<file path="config.mk">
export PLATFORM = sky130hd
export DESIGN_NAME = iter_shifter
export DESIGN_NICKNAME = d
export VERILOG_FILES = /design/src/rtl/alu_pkg.sv /design/src/rtl/shift_step.sv /design/src/rtl/iter_shifter.sv
export SDC_FILE = /design/constraint.sdc
export NUM_CORES = 1
export LEC_CHECK = 0
export CAP_MARGIN = 30
export CORE_MARGIN = 2
export CORE_UTILIZATION = 42
export DETAILED_ROUTE_END_ITERATION = 12
export GPL_TIMING_DRIVEN = 0
export PLACE_DENSITY_LB_ADDON = 0.08
export SETUP_SLACK_MARGIN = 0.5
export SLEW_MARGIN = 5
export SYNTH_ARGS = -nofsm -noshare
export SYNTH_HDL_FRONTEND = slang
export SYNTH_SLANG_ARGS = --single-unit
</file>
<file path="constraint.sdc">
create_clock -name clk -period 1.8 [get_ports clk]
set_input_delay 0.36 -clock clk [delete_from_list [all_inputs] [get_ports clk]]
set_output_delay 0.36 -clock clk [all_outputs]
set_load 0.05 [all_outputs]
</file>
<file path="src/rtl/alu_pkg.sv">
// Shared ALU definitions: shift op encodings, shift-amount width and the
// iterative shifter's state encoding.
package alu_pkg;

  localparam int unsigned SHAMT_W = 5;

  localparam logic [1:0] SH_SLL = 2'b00;
  localparam logic [1:0] SH_SRL = 2'b01;
  localparam logic [1:0] SH_SRA = 2'b10;

  typedef enum logic [1:0] {
    StIdle  = 2'b00,
    StShift = 2'b01,
    StDone  = 2'b10
  } state_e;

endpackage

</file>
<file path="src/rtl/shift_step.sv">
// Combinational single-step shift unit used by iter_shifter.
module shift_step
  import alu_pkg::*;
#(
  parameter int unsigned WIDTH = 32
) (
  input  logic [WIDTH-1:0]   work,
  input  logic [1:0]         op,
  input  logic [SHAMT_W-1:0] s,
  output logic [WIDTH-1:0]   work_next
);

  always_comb begin
    work_next = work;
    case (op)
      SH_SLL:  work_next = work << s;
      SH_SRL:  work_next = work >> s;
      // 2'b10 and 2'b11 both select SRA
      default: work_next = $signed(work) >>> s;
    endcase
  end

endmodule

</file>
<file path="src/rtl/iter_shifter.sv">
// Multi-cycle SLL/SRL/SRA of B by A[4:0], STEP bits per cycle with single-bit
// steps for the remainder, behind a start/busy/done handshake.
module iter_shifter
  import alu_pkg::*;
#(
  parameter int unsigned STEP  = 1,
  parameter int unsigned WIDTH = 32
) (
  input  logic             clk,
  input  logic             rst_n,
  input  logic             start,
  input  logic [WIDTH-1:0] A,
  input  logic [WIDTH-1:0] B,
  input  logic [1:0]       ctrl,
  output logic [WIDTH-1:0] dout,
  output logic             busy,
  output logic             done
);

  localparam logic [SHAMT_W-1:0] StepAmt = SHAMT_W'(STEP);

  state_e             state_q, state_d;
  logic [WIDTH-1:0]   work_q, work_d;
  logic [SHAMT_W-1:0] cnt_q, cnt_d;
  logic [1:0]         op_q, op_d;
  logic [WIDTH-1:0]   dout_q, dout_d;
  logic [SHAMT_W-1:0] s;
  logic [WIDTH-1:0]   step_out;
  logic               unused_hi;

  assign unused_hi = ^A[WIDTH-1:SHAMT_W];

  // Full STEP while enough amount remains, then single-bit steps
  assign s = (cnt_q >= StepAmt) ? StepAmt : SHAMT_W'(1);

  shift_step #(
    .WIDTH(WIDTH)
  ) u_step (
    .work     (work_q),
    .op       (op_q),
    .s        (s),
    .work_next(step_out)
  );

  always_comb begin
    state_d = state_q;
    work_d  = work_q;
    cnt_d   = cnt_q;
    op_d    = op_q;
    dout_d  = dout_q;
    case (state_q)
      StIdle, StDone: begin
        if (start) begin
          work_d  = B;
          cnt_d   = A[SHAMT_W-1:0];
          op_d    = ctrl;
          state_d = StShift;
        end else begin
          state_d = StIdle;
        end
      end
      StShift: begin
        if (cnt_q != '0) begin
          work_d = step_out;
          cnt_d  = cnt_q - s;
        end else begin
          dout_d  = work_q;
          state_d = StDone;
        end
      end
      default: state_d = StIdle;
    endcase
  end

  always_ff @(posedge clk or negedge rst_n) begin
    if (!rst_n) begin
      state_q <= StIdle;
      work_q  <= '0;
      cnt_q   <= '0;
      op_q    <= SH_SLL;
      dout_q  <= '0;
    end else begin
      state_q <= state_d;
      work_q  <= work_d;
      cnt_q   <= cnt_d;
      op_q    <= op_d;
      dout_q  <= dout_d;
    end
  end

  assign dout = dout_q;
  assign busy = (state_q == StShift);
  assign done = (state_q == StDone);

endmodule

</file>
==> results_dict.tcl, run 1 <==
set metrics [dict create \
    timing.reg2reg.setup_slack_ps -100 \
    fin_crit_ps 1896 \
    drt_iter0_drc 222 \
    slowest_stage "or4b_4" \
    r2r_start "cnt_q[0]$_DFFE_PN0P_" \
    synth.distinct_cells 36 \
    crit_path_end_kind "flop" \
    placed_cell_area_um2 4384 \
    post_drt_wl_per_cell_um 17.84 \
    combPwrFrac_pct 61.1 \
    clk_latency_ps 340 \
    clockRootBuffer "clkbuf_8" \
    cts_sinks 73 \
    tightest_slew_ps 797.0 \
    cts.clk_slew.worst_paths_ps 80 \
    vias 3099 \
    power.internal_mw 6.551 \
    p_clk_share_pct 11.9 \
    synth_top_area_share_pct 53.66 \
    rsz0062_at_grt "true" \
    fill_cells 557 \
    fin_tns_setup_ps -2051 \
    initial_core_util_pct 43.61 \
    violations "setup timing" \
    vdd_drop_max_uv 985.6 \
    syn_area_um2 3405 \
    grt_pass1_vias 3039 \
    skew_ps 8.936 \
    cp_slowest_stage_delay_ps 460 \
    swShare_pct 44.13 \
    required_ps 2000 \
    rows 32 \
    portBuffers 75 \
    wl_met1_um 4490 \
    dp_slack_ps -355.4 \
    cts_tree "built" \
    syn_area_per_cell_um2 10.48 \
    grt_max_degree 61 \
    place_hpwl_um 6173 \
    path_class "flop to flop" \
    cts_buffer_depth 2 \
    overflow 0 \
    cp.arrival_ps 2100 \
    crit_path_frequent_cell "buf_8" \
    crit_chain "inv_2 -> ha_4 -> or4b_4 -> buf_8 -> a21oi_4 -> buf_6 -> buf_8 -> a221oi_1" \
    min_path_type "input port to async pin" \
    gp_congestion 0.8231 \
    reg2reg_depth 8 \
    postSynth.asyncResetShare_pct 100.0 \
    synth_area_leaders "dfrtp_1 (54%), o21ai_0 (7.8%), mux2i_1 (7.6%)" \
    synth_seq_cells 73 \
    status "complete, but fails checks" \
    synthFlopType "dfrtp_1" \
    leakage_nw 2.567 \
    cts_max_level 3 \
    max_slew_margin_pct 46.86 \
    startpoint_type "flop" \
    core_um2 7807 \
    yosys_warnings 0 \
    drt-pass1-iter-count 4 \
    drc 0 \
    drive_gt1_share_pct 40.94 \
    ys_seq_area_share_pct 53.66 \
    drt-total-wl_um 10190 \
    syn_to_final_growth_pct 63.87 \
    nets 535 \
    power_switching_mw 5.174 \
    yosys.area.top_type "dfrtp_1" \
    antenna_cells 0 \
    max_cap_violations 0 \
    p_per_area_nw_per_um2 2102 \
    timing.final.ws_setup_ps -95.74 \
    die_h_um 94.04 \
    reg2reg_to "work_q[18]$_DFFE_PN0P_" \
    die-area_um2 8843 \
    hold_viol_final 0 \
    dr_wl_met2_um 4953 \
    die_w_um 94.04 \
    syn_inst 325 \
    cp_max_fo 10 \
    fmax_mhz 527.5 \
    numCtsBuffers 9 \
    final_core_util_pct 71.46 \
    syn_nets 395 \
    top_layer "met4" \
    met3_length_um 526 \
    ant_nets 0 \
    track_usage_pct 23.17 \
    final_area_um2 5579 \
    finalMaxSlewViolations 0 \
    power_frac_seq_pct 27.0 \
    setup_viol 39 \
    antenna_found_initial 0 \
    grt_pass1_wl_um 15730 \
    via_per_inst 5.427 \
    synth-edff-count 0 \
    io_pins 103 \
    min_period_over_period_pct 105.3 \
]
[power by group through the flow]
stage / sequential, mW / combinational [mW] / clock [mW]
floorplan: 4.02 / 2.68 / 0
global placement: 3.03 / 5.15 / 0
detailed placement: 3.06 / 5.23 / 0
CTS: 3.09 / 6.18 / 1.41
global route: 3.26 / 7.65 / 1.49
finish: 3.17 / 7.16 / 1.40
[cells in the final DEF (no fill, tap or decap), types with 3 or more instances in the layout]
cell type,instances
a211oi_1,5
a221oi_1,15
a221oi_2,10
a22oi_2,6
buf_12,3
buf_2,4
buf_4,38
buf_6,45
buf_8,8
clkbuf_1,6
clkbuf_16,4
clkbuf_2,3
clkbuf_8,9
clkdlybuf4s50_1,39
dfrtp_1,72
inv_1,25
inv_2,3
mux2_2,3
mux2_4,5
mux2i_1,26
nand2_1,6
nor2_1,30
o21a_1,5
o21ai_0,5
o21ai_1,25
o21ai_2,23
o2bb2ai_1,4
[area by class of cell]
type / instances / area, um2 / share of cell area (%)
Inverter: 30 / 122.6 / 2.198
Buffer: 26 / 277.8 / 4.979
Timing Repair Buffer: 129 / 1336 / 23.95
Clock buffer: 10 / 127.6 / 2.288
Sequential cell: 73 / 1828 / 32.77
Clock inverter: 5 / 81.33 / 1.458
Tap cell: 102 / 127.6 / 2.288
Multi-Input combinational cell: 196 / 1678 / 30.07
[routing by layer]
| layer | up-vias | global-route usage, % |
|---|---|---|
| li1 | 1462 | - |
| met1 | 1520 | 32.93 |
| met2 | 97 | 35.65 |
| met3 | 20 | 3.852 |
| met4 | 0 | 8.575 |
| met5 | - | 0 |
[sequential cells by signal, indices dropped and copies added, names as in the netlist]
register and count:
op_q 2, cnt_q 5, state_q 2, work_q 32, dout 32
[cells by family after synthesis]
family	count (synthesis)	share of synthesized area (%)
compound gates	111	22.12
flops	73	53.66
buf+inv	56	6.688
simple gates	49	6.615
mux	34	10.29
xor+xnor	1	0.2573
fa+ha+maj	1	0.3675
[worst max-delay path: cells and delay by family, from the launching register on]
| family | cells | cell delay (ps) |
|---|---|---|
| simple gates | 1 | 460 |
| fa+ha+maj | 1 | 130 |
| buf+inv | 4 | 530 |
| flops | 1 | 390 |
| compound gates | 2 | 240 |
[synthesized netlist by cell type (2+ instances only)]
cell type  count
a211oi_1       7
a221oi_1      25
a22oi_1        6
a31oi_1        2
buf_2          5
buf_4          3
clkbuf_1      17
dfrtp_1       73
inv_1         29
mux2_2         8
mux2i_1       26
nand2_1        7
nand2b_1       2
nor2_1        31
nor2b_1        2
o21a_1         5
o21ai_0       53
o2bb2ai_1      6
[metrics by stage]
step | total power, mW | hold slack [ps] | cells
detailed placement | 8.295 | 236.5 | 503
finish | 11.73 | 416.5 | 571
CTS | 10.68 | 410.2 | 544
floorplan | 6.694 | 64.41 | 325
global route | 12.39 | 423.9 | 571
global placement | 8.186 | 490.2 | 502
[timing repair]
action,4_1_cts,5_1_grt
endpoints found under the hold margin,13,0
buffers inserted,19,26
pin swaps,14,3
gates cloned,6,1
gates resized for setup,334,73
endpoints found under the setup margin,107,101
hold buffers,1,0
[worst max path at each step]
stage                                    start                      to  slack, ps  cells after the start
after floorplan           cnt_q[1]$_DFFE_PN0P_  work_q[22]$_DFFE_PN0P_         50                      7
after global placement                   rst_n    dout[20]$_DFFE_PN0P_      -2270                      1
after detailed placement                 start  work_q[25]$_DFFE_PN0P_       -360                      5
after CTS                 cnt_q[0]$_DFFE_PN0P_  work_q[16]$_DFFE_PN0P_        -70                      8
after global routing      cnt_q[0]$_DFFE_PN0P_    cnt_q[3]$_DFFE_PN0P_       -160                      8
final                     cnt_q[0]$_DFFE_PN0P_  work_q[18]$_DFFE_PN0P_       -100                      8
Power figures use the tool's default switching activity.
==> run 2: changes to the inputs <==
--- a/config.mk
+++ b/config.mk
@@ -7,7 +7,7 @@
 export LEC_CHECK = 0
 export CAP_MARGIN = 30
 export CORE_MARGIN = 2
-export CORE_UTILIZATION = 42
+export CORE_UTILIZATION = 40
 export DETAILED_ROUTE_END_ITERATION = 12
 export GPL_TIMING_DRIVEN = 0
 export PLACE_DENSITY_LB_ADDON = 0.08
==> results_dict.tcl, run 2 (synthesis results as in run 1) <==
set metrics [dict create \
    status "complete, but fails checks" \
    violations "setup timing" \
    timing.final.ws_setup_ps -65.65 \
    path_class "flop to flop" \
    nets 520 \
    cp.arrival_ps 2100 \
    setup_viol 36 \
    skew_ps 14.70 \
    min_path_type "input port to async pin" \
    fin_crit_ps 1866 \
    required_ps 2030 \
    clockRootBuffer "clkbuf_8" \
    drc 0 \
    drt-pass1-iter-count 4 \
    final_cell_mix "dfrtp_1 (71), buf_6 (49), clkdlybuf4s50_1 (40), nor2_1 (29)" \
    hold_ws_ps 466.6 \
    fmax_mhz 536.0 \
    slowest_stage "or4b_4" \
    gp_congestion 0.7887 \
    grt_pass1_vias 3083 \
    cp_max_fo 6 \
    min_period_over_period_pct 103.6 \
    drt-total-wl_um 9952 \
    track_usage_pct 22.15 \
    crit_chain "or4b_4 -> buf_8 -> a21oi_4 -> buf_6 -> inv_4 -> o221a_1" \
    die_w_um 96.26 \
    fill_cells 675 \
    crit_path_end_kind "flop" \
    rows 33 \
    cts_sinks 73 \
    via_per_inst 5.407 \
    initial_core_util_pct 41.43 \
    portBuffers 75 \
    max_cap_violations 0 \
    cts.clk_slew.worst_paths_ps 90 \
    drt_iter0_drc 152 \
    fin_tns_setup_ps -1402 \
    cp_slowest_stage_delay_ps 570 \
    cts_tree "built" \
    vdd_drop_max_uv 956.1 \
    cts_buffer_depth 2 \
    instances_no_fill 560 \
    place_hpwl_um 6289 \
    numCtsBuffers 9 \
    tightest_slew_ps 786.0 \
    final_common_cell "dfrtp_1" \
    rsz0062_at_grt "true" \
    post_drt_wl_per_cell_um 17.77 \
    cts_max_level 3 \
    syn_to_final_growth_pct 59.17 \
    antenna_found_initial 0 \
    grt_max_degree 50 \
    max_slew_margin_pct 47.60 \
    io_pins 103 \
    startpoint_type "flop" \
    die_h_um 96.26 \
    die-area_um2 9265 \
    overflow 0 \
    ant_nets 0 \
    grt_pass1_wl_um 15620 \
    leakage_nw 2.475 \
    antenna_cells 0 \
    clk_latency_ps 350 \
    hold_viol_final 0 \
    drive_gt1_share_pct 38.90 \
    vias 3028 \
    p_per_area_nw_per_um2 2097 \
    core_um2 8217 \
    placed_cells 506 \
    finalMaxSlewViolations 0 \
]
[run 2: final timing paths]
kind / end / startpoint / slack, ps / cells past startpoint
worst max-delay path: cnt_q[3]$_DFFE_PN0P_ / cnt_q[2]$_DFFE_PN0P_ / -70 / 6
worst min-delay path: dout[24]$_DFFE_PN0P_ / rst_n / 470 / 2
worst max register to register: cnt_q[3]$_DFFE_PN0P_ / cnt_q[2]$_DFFE_PN0P_ / -70 / 6
worst min register to register: dout[2]$_DFFE_PN0P_ / dout[2]$_DFFE_PN0P_ / 520 / 2
max in group asynchronous: state_q[0]$_DFFE_PN0P_ / rst_n / 760 / 3
min in group clk: dout[2]$_DFFE_PN0P_ / dout[2]$_DFFE_PN0P_ / 520 / 2
[run 2: cell type report]
cell class / instances / area, um2 / share of cell area, %
inverter: 30 / 122.6 / 2.263
sequential: 73 / 1829 / 33.76
clock buffer: 11 / 131.4 / 2.424
clock inverter: 5 / 56.30 / 1.039
tap: 105 / 131.4 / 2.424
buffer: 26 / 277.8 / 5.126
timing repair buffer: 114 / 1219 / 22.49
multi-input combinational: 196 / 1652 / 30.48
[run 2: where the power goes]
| part | internal (mW) | switching [mW] | total (mW) |
|---|---|---|---|
| sequential | 2.46 | 0.733 | 3.19 |
| combinational | 3.16 | 3.73 | 6.89 |
| clock | 0.640 | 0.640 | 1.28 |
[run 2: timing repair]
action,CTS,global route
endpoints found under the hold margin,24,0
setup endpoints to repair,107,101
cloned,4,3
hold buffers,1,0
resized for setup,332,77
pin swaps,18,5
buffers inserted,17,13
[run 2: per-layer routing]
metal / vias to the layer above / track usage (%) / wire length, um / part of all wire, %
met1: 1496 / 30.66 / 4633 / 47
met3: 14 / 3.446 / 423 / 4.3
met4: 0 / 8.810 / 147 / 1.5
met5: - / 0 / 0 / 0
met2: 86 / 34.84 / 4746 / 48
li1: 1432 / - / - / -
[run 2: worst max-delay path, delay by kind of cell (launching register included)]
family / cells / cell delay [ps]
AO/OA/AOI/OAI: 2 / 350
buffers and inverters: 3 / 340
flip-flops: 1 / 490
AND/OR/NAND/NOR: 1 / 570
[run 2: per-stage QoR]
step,power [mW],setup slack (ps),utilization (%),area [um2]
finish,11.36,-65.65,65.95,5419
floorplan,6.694,50.16,-,3481
CTS,10.58,-79.17,60.99,5011
global route,11.99,-143.4,65.95,5419
detailed placement,8.290,-352.5,53.40,4388
global placement,8.174,-2315,53.10,4363
==> run 3: changes to the inputs <==
--- a/config.mk
+++ b/config.mk
@@ -16,3 +16,4 @@
 export SYNTH_ARGS = -nofsm -noshare
 export SYNTH_HDL_FRONTEND = slang
 export SYNTH_SLANG_ARGS = --single-unit
+export TNS_END_PERCENT = 50
==> results_dict.tcl, run 3 (synthesis results as in run 1) <==
set metrics [dict create \
    overflow 0 \
    startpoint_type "flop" \
    final_common_cell "dfrtp_1" \
    cts_sinks 73 \
    cp.arrival_ps 2110 \
    die-area_um2 9265 \
    required_ps 2030 \
    cts_tree "built" \
    crit_path_frequent_cell "inv_2" \
    antenna_found_initial 0 \
    hold_viol_final 0 \
    setup_viol 46 \
    met3_length_um 491 \
    wl_met1_um 4247 \
    fin_tns_setup_ps -2072 \
    numCtsBuffers 9 \
    final_cell_mix "dfrtp_1 (73), clkdlybuf4s50_1 (40), nor2_1 (30), buf_6 (30)" \
    grt_pass1_wl_um 14550 \
    cts_max_level 3 \
    fmax_mhz 530.8 \
    drive_gt1_share_pct 27.27 \
    post_drt_wl_per_cell_um 17.10 \
    initial_core_util_pct 41.43 \
    nets 495 \
    cp_slowest_stage_delay_ps 460 \
    finalMaxSlewViolations 0 \
    fill_cells 730 \
    io_pins 103 \
    cp_max_fo 7 \
    vdd_drop_max_uv 915.6 \
    drt-pass1-iter-count 4 \
    drc 0 \
    drt-total-wl_um 9134 \
    vias 2904 \
    leakage_nw 2.209 \
    status "complete, but fails checks" \
    ant_nets 0 \
    gp_congestion 0.7920 \
    clockRootBuffer "clkbuf_8" \
    clk_latency_ps 340 \
    path_class "flop to flop" \
    crit_chain "inv_2 -> ha_4 -> or4b_4 -> buf_6 -> a21oi_4 -> buf_12 -> inv_2 -> o221a_1" \
    fin_crit_ps 1884 \
    grt_pass1_vias 2873 \
    syn_to_final_growth_pct 41.42 \
    max_slew_margin_pct 65.15 \
    max_cap_violations 0 \
    violations "setup timing" \
    via_per_inst 5.438 \
    cts.clk_slew.worst_paths_ps 80 \
    top_layer "met4" \
    rsz0062_at_grt "true" \
    die_h_um 96.26 \
    antenna_cells 0 \
    skew_ps 9.884 \
    die_w_um 96.26 \
    timing.final.ws_setup_ps -84.02 \
    slowest_stage "or4b_4" \
    crit_path_end_kind "flop" \
    place_hpwl_um 6242 \
    min_period_over_period_pct 104.7 \
    track_usage_pct 20.88 \
    grt_max_degree 50 \
    portBuffers 75 \
    dr_wl_met2_um 4329 \
    core_um2 8217 \
    rows 33 \
    cts_buffer_depth 2 \
    p_per_area_nw_per_um2 2103 \
    min_path_type "input port to async pin" \
    hold_ws_ps 482.9 \
    tightest_slew_ps 522.8 \
    drt_iter0_drc 158 \
]
## run 3: cell count changes in the layout (fill, tap and decap cells not counted), moves of 7 or more
cell / delta
o21ai_0: +21
buf_6: -19
a221oi_1: +12
a221oi_2: -12
o21ai_2: -12
clkbuf_2: +9
o21ai_1: -9
buf_4: -7
## run 3: power breakdown
part	switching (mW)	total [mW]	internal (mW)	leakage, nW
Clock	0.590	1.30	0.705	0.102
Sequential	0.652	3.11	2.46	0.870
Combinational	3.29	5.72	2.43	1.24
## run 3: final timing paths
kind,from,to,slack [ps],cells after the start
worst min register to register,dout[28]$_DFFE_PN0P_,dout[28]$_DFFE_PN0P_,510,1
max in group asynchronous,rst_n,dout[11]$_DFFE_PN0P_,760,3
min in group clk,dout[28]$_DFFE_PN0P_,dout[28]$_DFFE_PN0P_,510,1
worst max-delay path,cnt_q[0]$_DFFE_PN0P_,cnt_q[3]$_DFFE_PN0P_,-80,8
worst min-delay path,rst_n,work_q[25]$_DFFE_PN0P_,480,2
worst max register to register,cnt_q[0]$_DFFE_PN0P_,cnt_q[3]$_DFFE_PN0P_,-80,8
## run 3: stage by stage
| stage | area [um2] | setup slack, ps | power [mW] | utilization, % | std cells |
|---|---|---|---|---|---|
| finish | 4815 | -84.02 | 10.12 | 58.60 | 534 |
| global route | 4815 | -162.2 | 10.80 | 58.60 | 534 |
| CTS | 4722 | -106.4 | 9.937 | 57.47 | 532 |
| detailed placement | 4385 | -374.5 | 8.282 | 53.37 | 506 |
| global placement | 4360 | -2296 | 8.171 | 53.07 | 505 |
| floorplan | 3478 | 50.16 | 6.691 | - | 325 |
## run 3: routing by layer
layer | vias to the layer above | GRT usage, %
li1 | 1381 | -
met1 | 1427 | 29.99
met2 | 90 | 31.66
met3 | 6 | 3.994
met4 | 0 | 6.905
met5 | - | 0
## run 3: cell type report
type / count / area [um2] / share of cell area (%)
Buffer: 26 / 201.4 / 4.184
Tap cell: 105 / 131.4 / 2.729
Timing Repair Buffer: 89 / 912.1 / 18.94
Clock inverter: 3 / 40.04 / 0.8316
Clock buffer: 12 / 155.1 / 3.222
Sequential cell: 73 / 1827 / 37.94
Multi-Input combinational cell: 196 / 1430 / 29.70
Inverter: 30 / 117.6 / 2.443
## run 3: what timing repair did
item | CTS | global route
pin swaps | 1 | 2
buffers inserted | 7 | 2
cloned | 3 | 0
endpoints found under the hold margin | 24 | 0
hold buffers | 1 | 0
resized for setup | 249 | 46
setup endpoints to repair | 107 | 103
## run 3: worst max-delay path: cells and delay by family, from the launching register on
family | cells | cell delay (ps)
AO/OA/AOI/OAI | 2 | 340
AND/OR/NAND/NOR | 1 | 460
buffers and inverters | 4 | 430
flip-flops | 1 | 400
adder cells (fa/ha/maj) | 1 | 140
